<file path="src/rtl/ecc_secded_dec_multi.sv">
// Multi-lane SECDED (extended Hamming) decoder, 3-stage valid-qualified pipeline,
// with per-lane saturating error counters and first-failure capture.
module ecc_secded_dec_multi #(
  parameter int DATA_W  = 33,
  parameter int PAR_W   = 7,
  parameter int LANES   = 4,
  parameter int PINVERT = 1,
  parameter int CNT_W   = 16,
  localparam int CODE_W = DATA_W + PAR_W,
  localparam int LIDX_W = (LANES > 1) ? $clog2(LANES) : 1
) (
  input  logic                      clk,
  input  logic                      sclr,
  input  logic                      din_valid,
  input  logic [LANES*CODE_W-1:0]   din,
  input  logic                      stat_clr,
  output logic                      dout_valid,
  output logic [LANES*DATA_W-1:0]   dout,
  output logic [LANES-1:0]          dout_err,
  output logic [LANES-1:0]          dout_fail,
  output logic [LANES*CNT_W-1:0]    corr_cnt,
  output logic [LANES*CNT_W-1:0]    fail_cnt,
  output logic                      fail_seen,
  output logic [LIDX_W-1:0]         fail_lane,
  output logic [PAR_W-1:0]          fail_syn
);

  function automatic int min_par(input int dw);
    int r;
    r = 1;
    while ((1 << r) < dw + r + 1) r++;
    return r + 1;
  endfunction

  if (DATA_W < 4 || PAR_W != min_par(DATA_W)) begin : g_par_check
    $error("ecc_secded_dec_multi: PAR_W inconsistent with DATA_W");
  end

  // s[0] is the overall parity; s[j+1] covers codeword positions with index bit j set
  function automatic logic [PAR_W-1:0] syndrome(input logic [CODE_W-1:0] cw);
    logic [PAR_W-1:0] s;
    s = '0;
    for (int unsigned i = 0; i < CODE_W; i++) begin
      s[0] = s[0] ^ cw[i];
      for (int unsigned j = 0; j < PAR_W - 1; j++)
        if (i[j]) s[j+1] = s[j+1] ^ cw[i];
    end
    if (PINVERT != 0) s = ~s;
    return s;
  endfunction

  function automatic logic [DATA_W-1:0] extract(input logic [CODE_W-1:0] cw);
    logic [DATA_W-1:0] d;
    int unsigned n;
    d = '0;
    n = 0;
    for (int unsigned i = 3; i < CODE_W; i++) begin
      if ((i & (i - 1)) != 0) begin
        if (n < DATA_W) d[n] = cw[i];
        n++;
      end
    end
    return d;
  endfunction

  logic                 s1_valid, s2_valid;
  logic [CODE_W-1:0]    s1_code [LANES];
  logic [PAR_W-1:0]     s1_syn  [LANES];
  logic [CODE_W-1:0]    s2_code [LANES];
  logic [PAR_W-1:0]     s2_syn  [LANES];
  logic [CODE_W-1:0]    s2_mask [LANES];
  logic [LANES-1:0]     s2_err, s2_fail;

  logic [CODE_W-1:0]    mask_c [LANES];
  logic [LANES-1:0]     err_c, fail_c;
  logic [LANES*DATA_W-1:0] data_c;
  logic                 cap_hit;
  logic [LIDX_W-1:0]    cap_lane;
  logic [PAR_W-1:0]     cap_syn;

  always_comb begin
    err_c  = '0;
    fail_c = '0;
    for (int unsigned k = 0; k < LANES; k++) begin
      logic [PAR_W-2:0] h;
      h = s1_syn[k][PAR_W-1:1];
      mask_c[k] = '0;
      err_c[k]  = |s1_syn[k];
      if (h != '0) begin
        if (s1_syn[k][0] && (32'(h) < CODE_W)) mask_c[k][h] = 1'b1;
        else fail_c[k] = 1'b1;
      end
    end
  end

  always_comb begin
    data_c = '0;
    for (int unsigned k = 0; k < LANES; k++)
      data_c[k*DATA_W +: DATA_W] = extract(s2_code[k] ^ s2_mask[k]);
  end

  always_comb begin
    cap_hit  = 1'b0;
    cap_lane = '0;
    cap_syn  = '0;
    for (int unsigned k = 0; k < LANES; k++) begin
      if (s2_fail[k] && !cap_hit) begin
        cap_hit  = 1'b1;
        cap_lane = LIDX_W'(k);
        cap_syn  = s2_syn[k];
      end
    end
  end

  always_ff @(posedge clk) begin
    if (sclr) begin
      s1_valid <= 1'b0;
      s2_valid <= 1'b0;
    end else begin
      s1_valid <= din_valid;
      s2_valid <= s1_valid;
    end
  end

  always_ff @(posedge clk) begin
    for (int unsigned k = 0; k < LANES; k++) begin
      s1_code[k] <= din[k*CODE_W +: CODE_W];
      s1_syn[k]  <= syndrome(din[k*CODE_W +: CODE_W]);
      s2_code[k] <= s1_code[k];
      s2_syn[k]  <= s1_syn[k];
      s2_mask[k] <= mask_c[k];
    end
    s2_err  <= err_c;
    s2_fail <= fail_c;
  end

  always_ff @(posedge clk) begin
    if (sclr) begin
      dout_valid <= 1'b0;
      dout       <= '0;
      dout_err   <= '0;
      dout_fail  <= '0;
    end else begin
      dout_valid <= s2_valid;
      if (s2_valid) begin
        dout      <= data_c;
        dout_err  <= s2_err;
        dout_fail <= s2_fail;
      end else begin
        dout_err  <= '0;
        dout_fail <= '0;
      end
    end
  end

  // Statistics track the word entering the output register on the same edge
  always_ff @(posedge clk) begin
    if (sclr || stat_clr) begin
      corr_cnt  <= '0;
      fail_cnt  <= '0;
      fail_seen <= 1'b0;
      fail_lane <= '0;
      fail_syn  <= '0;
    end else if (s2_valid) begin
      for (int unsigned k = 0; k < LANES; k++) begin
        if (s2_err[k] && !s2_fail[k] && corr_cnt[k*CNT_W +: CNT_W] != '1)
          corr_cnt[k*CNT_W +: CNT_W] <= corr_cnt[k*CNT_W +: CNT_W] + CNT_W'(1);
        if (s2_fail[k] && fail_cnt[k*CNT_W +: CNT_W] != '1)
          fail_cnt[k*CNT_W +: CNT_W] <= fail_cnt[k*CNT_W +: CNT_W] + CNT_W'(1);
      end
      if (!fail_seen && cap_hit) begin
        fail_seen <= 1'b1;
        fail_lane <= cap_lane;
        fail_syn  <= cap_syn;
      end
    end
  end

endmodule
</file>
<file path="config.mk">
export PLATFORM = sky130hd
export DESIGN_NAME = ecc_secded_dec_multi
export DESIGN_NICKNAME = d
export VERILOG_FILES = /design/src/rtl/ecc_secded_dec_multi.sv
export SDC_FILE = /design/constraint.sdc
export NUM_CORES = 1
export LEC_CHECK = 0
export CORE_AREA = 2 2 249 226
export CTS_BUF_LIST = sky130_fd_sc_hd__clkbuf_8 sky130_fd_sc_hd__clkbuf_16
export CTS_CLUSTER_DIAMETER = 60
export CTS_CLUSTER_SIZE = 24
export DETAILED_ROUTE_END_ITERATION = 10
export DIE_AREA = 0 0 251 228
export GPL_ROUTABILITY_DRIVEN = 0
export PLACE_DENSITY = 0.77
export SYNTH_ARGS = -nofsm -noshare
export SYNTH_HDL_FRONTEND = slang
export SYNTH_SLANG_ARGS = --single-unit
</file>
<file path="constraint.sdc">
create_clock -name clk -period 1.8 [get_ports clk]
set_clock_uncertainty 0.05 [all_clocks]
set_input_delay 0.36 -clock clk [delete_from_list [all_inputs] [get_ports clk]]
set_output_delay 0.36 -clock clk [all_outputs]
set_load 0.05 [all_outputs]
</file>
==> results of run 1 <==
## state kept, by name (all words and copies together), names as in the netlist, 7 cells and up
signal / flops
fail_cnt: 64
s1_code: 132
s1_syn: 28
s2_syn: 28
s2_mask: 132
fail_syn: 7
dout: 132
corr_cnt: 64
s2_code: 132
## through the flow
stage	setup WS [ns]	hold WS [ns]	instances	utilization [%]	setup TNS, ns
final	-0.00712	0.107	3765	62.2	-0.0107
after global routing	-0.0811	0.109	3765	62.2	-0.420
after CTS	-0.00768	0.0482	3754	61.4	-0.0250
after detailed placement	-0.615	0.262	3677	58.2	-11.27
after global placement	-0.596	0.260	3677	58.2	-9.32
after floorplan	-0.0228	0.260	2359	-	-0.0286
## per-layer routing
metal,wire (um),vias up
met1,28900,9098
met3,3880,126
met4,1900,0
met5,0,-
met2,32700,586
li1,-,9264
## power groups by stage
| stage | Sequential, mW | Combinational (mW) | Clock [mW] |
|---|---|---|---|
| after floorplan | 19.3 | 4.23 | 0 |
| after global placement | 19.1 | 7.73 | 0 |
| after detailed placement | 19.1 | 7.88 | 0 |
| after CTS | 18.7 | 7.95 | 11.5 |
| after global routing | 18.9 | 8.59 | 12.2 |
| final | 18.8 | 7.98 | 11.3 |
## worst paths after layout
check | from | end | slack, ns
min | sclr | fail_cnt[15]$_SDFFE_PP0P_ | 0.11
min reg2reg | s1_code[1][7]$_DFF_P_ | s2_code[1][7]$_DFF_P_ | 0.28
max | fail_cnt[48]$_SDFFE_PP0P_ | fail_cnt[62]$_SDFFE_PP0P_ | -0.007
max reg2reg | fail_cnt[48]$_SDFFE_PP0P_ | fail_cnt[62]$_SDFFE_PP0P_ | -0.007
## cell families (layout without fill, tap and decap cells)
family                   after synthesis  in the layout  synth area share (%)
adder cells (fa/ha/maj)                8              8                 0.394
AND/OR/NAND/NOR                      751            751                  14.2
multiplexers                           5              5                 0.197
XOR/XNOR                             523            523                  18.8
buffers and inverters                104            796                  1.57
AO/OA/AOI/OAI                        227            227                  6.51
flip-flops                           741            741                  58.3
## final cells by class
type	instances	area, um^2
fill	4273	20800
inverter	15	56.3
multi-input combinational	1514	10800
clock inverter	25	350
sequential	741	15100
tap	714	893
timing repair buffer	707	5840
clock buffer	49	1200
## worst register-to-register path: stages (launching register included)
cell and delay [ns]:
dfxtp_4 0.37, ha_1 0.24, nand3_1 0.15, nor4_4 0.05, buf_4 0.20, nor4_1 0.39
xnor2_1 0.19, nor2_1 0.06
## cell usage in the layout, fill, tap and decap left out, types with 6 or more instances in the layout
| master | netlist | routed |
|---|---|---|
| nor3_2 | 0 | 13 |
| dfxtp_2 | 0 | 80 |
| a211oi_1 | 152 | 142 |
| dfxtp_1 | 741 | 617 |
| or3_1 | 11 | 10 |
| xor2_1 | 70 | 68 |
| xnor3_1 | 11 | 11 |
| buf_6 | 0 | 7 |
| nor4_1 | 22 | 12 |
| nand2_1 | 57 | 52 |
| nand3_1 | 57 | 52 |
| nand3b_1 | 22 | 22 |
| buf_4 | 0 | 529 |
| o21ai_0 | 12 | 12 |
| dfxtp_4 | 0 | 44 |
| and2_1 | 10 | 10 |
| nor3_1 | 35 | 22 |
| and4_1 | 15 | 15 |
| clkbuf_16 | 0 | 47 |
| a22oi_1 | 7 | 7 |
| a211oi_2 | 0 | 9 |
| a21oi_1 | 28 | 26 |
| a221oi_1 | 7 | 6 |
| buf_12 | 0 | 7 |
| nor2b_1 | 9 | 7 |
| a31oi_1 | 7 | 6 |
| nor4_4 | 0 | 7 |
| or3b_2 | 7 | 7 |
| nand4_1 | 39 | 39 |
| nor2_1 | 413 | 408 |
| inv_1 | 15 | 18 |
| nor3b_1 | 12 | 10 |
| nor4_2 | 4 | 7 |
| xnor2_1 | 438 | 435 |
| clkdlybuf4s50_1 | 0 | 162 |
## what timing repair did
item / CTS / global route
endpoints found under the setup margin: 50 / 97
gates cloned: 0 / 1
hold endpoints to repair: 0 / 0
setup buffers: 3 / 10
gates resized for setup: 29 / 74
pin swaps: 6 / 28
==> impl_metrics.env, run 1 <==
export IMPL_r2r_cells=7
export IMPL_cp_data_required_time_ns=2.22
export IMPL_period_minus_slack_ns=1.81
export IMPL_start_util_pct=46.2
export IMPL_drt_pass1_iterations=5
export IMPL_drc=0
export IMPL_synth_seq_cells=741
export IMPL_crit_chain="ha_1 > nand3_1 > nor4_4 > buf_4 > nor4_1 > xnor2_1 > nor2_1"
export IMPL_use_met1_pct=28.8
export IMPL_yosysTopAreaCell="dfxtp_1"
export IMPL_core_um2=55000
export IMPL_syn_area_um2=25400
export IMPL_p_total_mw=38.0
export IMPL_p_int_mw=26.9
export IMPL_synth_edf_count=0
export IMPL_cts_tree="done"
export IMPL_power_switching_mw=11.1
export IMPL_finalInstanceArea_um2=34200
export IMPL_seq_area_frac_synth_pct=58.3
export IMPL_crit_buf_inv=1
export IMPL_synth_top_area_share_pct=58.3
export IMPL_num_antenna_cells=0
export IMPL_async_flop_share_pct=0
export IMPL_cts_buffers=46
export IMPL_cp_depth=7
export IMPL_vias=19100
export IMPL_p_sw_share_pct=29.3
export IMPL_met2_usage_pct=39.2
export IMPL_grt_start_max_net_pins=176
export IMPL_crit_family="simple AND/OR/NAND/NOR gates"
export IMPL_grt_remaining_overflow=0
export IMPL_antenna_left=0
export IMPL_area_growth_pct=34.5
export IMPL_endpoint_kind="register"
export IMPL_grt_antenna_before_repair=1
export IMPL_p_clk_share_pct=29.7
export IMPL_ys_top_cells_by_count="741 x dfxtp_1, 438 x xnor2_1, 413 x nor2_1"
export IMPL_start_kind="register"
export IMPL_synth_ff_type="dfxtp_1"
export IMPL_setup_violations_final=2
export IMPL_grt_pass1_wl_mm=104
export IMPL_io_buffers=442
export IMPL_tightest_slew_ns=0.704
export IMPL_clkTransAtPathRegs_ns=0.08
export IMPL_fmax_ghz=0.553
export IMPL_synth_most_common_cell="dfxtp_1"
export IMPL_slew_headroom_pct=53.1
export IMPL_slew_violations=0
export IMPL_cts_htree_levels=2
export IMPL_violations="negative setup slack"
export IMPL_rows=82
export IMPL_peakVddDrop_mv=0.752
export IMPL_final_nets=3197
export IMPL_cp_slowest_stage_delay_ns=0.39
export IMPL_worstPathArrival_ns=2.23
export IMPL_placed_area_um2=32000
export IMPL_crit_slowest_cell="nor4_1"
export IMPL_p_per_area_nw_per_um2=1110
export IMPL_busiest_layer="met2"
export IMPL_yosysUniqueCellTypes=55
export IMPL_max_cap_violations=0
export IMPL_synth_warnings=0
export IMPL_final_hold_viol_count=0
export IMPL_postSynthAreaPerCell_um2=10.8
export IMPL_finalWorstSetupSlack_ns=-0.00712
export IMPL_drive_gt1_share_pct=27.6
export IMPL_drt_wl_total_mm=67.5
export IMPL_synth_nets=2531
export IMPL_clkLatencyLatePin_ns=0.60
export IMPL_setup_worst_path_class="reg -> reg"
export IMPL_yosys_top_cells_area="dfxtp_1 58%, xnor2_1 15%, nor2_1 6.1%"
export IMPL_die_x_um=251
export IMPL_drtIter0Drc=1133
export IMPL_leakage_nw=12.9
export IMPL_ioPinCount=443
export IMPL_min_path_cells=3
export IMPL_synthCells=2359
export IMPL_min_path_type="in -> reg"
export IMPL_grt_pass1_vias=19000
export IMPL_viasPerCell=5.07
export IMPL_pwr_share_comb_pct=21.0
export IMPL_wire_per_inst_um=17.9
export IMPL_cts_sinks=741
export IMPL_die_area_um2=57200
export IMPL_hpwlAfterDp_mm=50.1
export IMPL_min_period_over_period_pct=100
export IMPL_grt_total_usage_pct=22.8
export IMPL_hold_buffers=0
export IMPL_rsz0062_at_grt="true"
export IMPL_status="finished, violations left"
export IMPL_path_max_fanout=17
export IMPL_cts_root_buf="clkbuf_16"
export IMPL_dieHeight_um=228
export IMPL_grtUsageMet3_pct=4.38
export IMPL_p_seq_share_pct=49.4
export IMPL_cts_path_max_buffers=3
No activity file was read; power rests on OpenSTA's default activity.
==> inputs of run 2 (changes only) <==
SLEW_MARGIN = 40   (was default)
==> results of run 2 <==
Same layout as run 1: the final DEF is identical, and so are final timing and power.
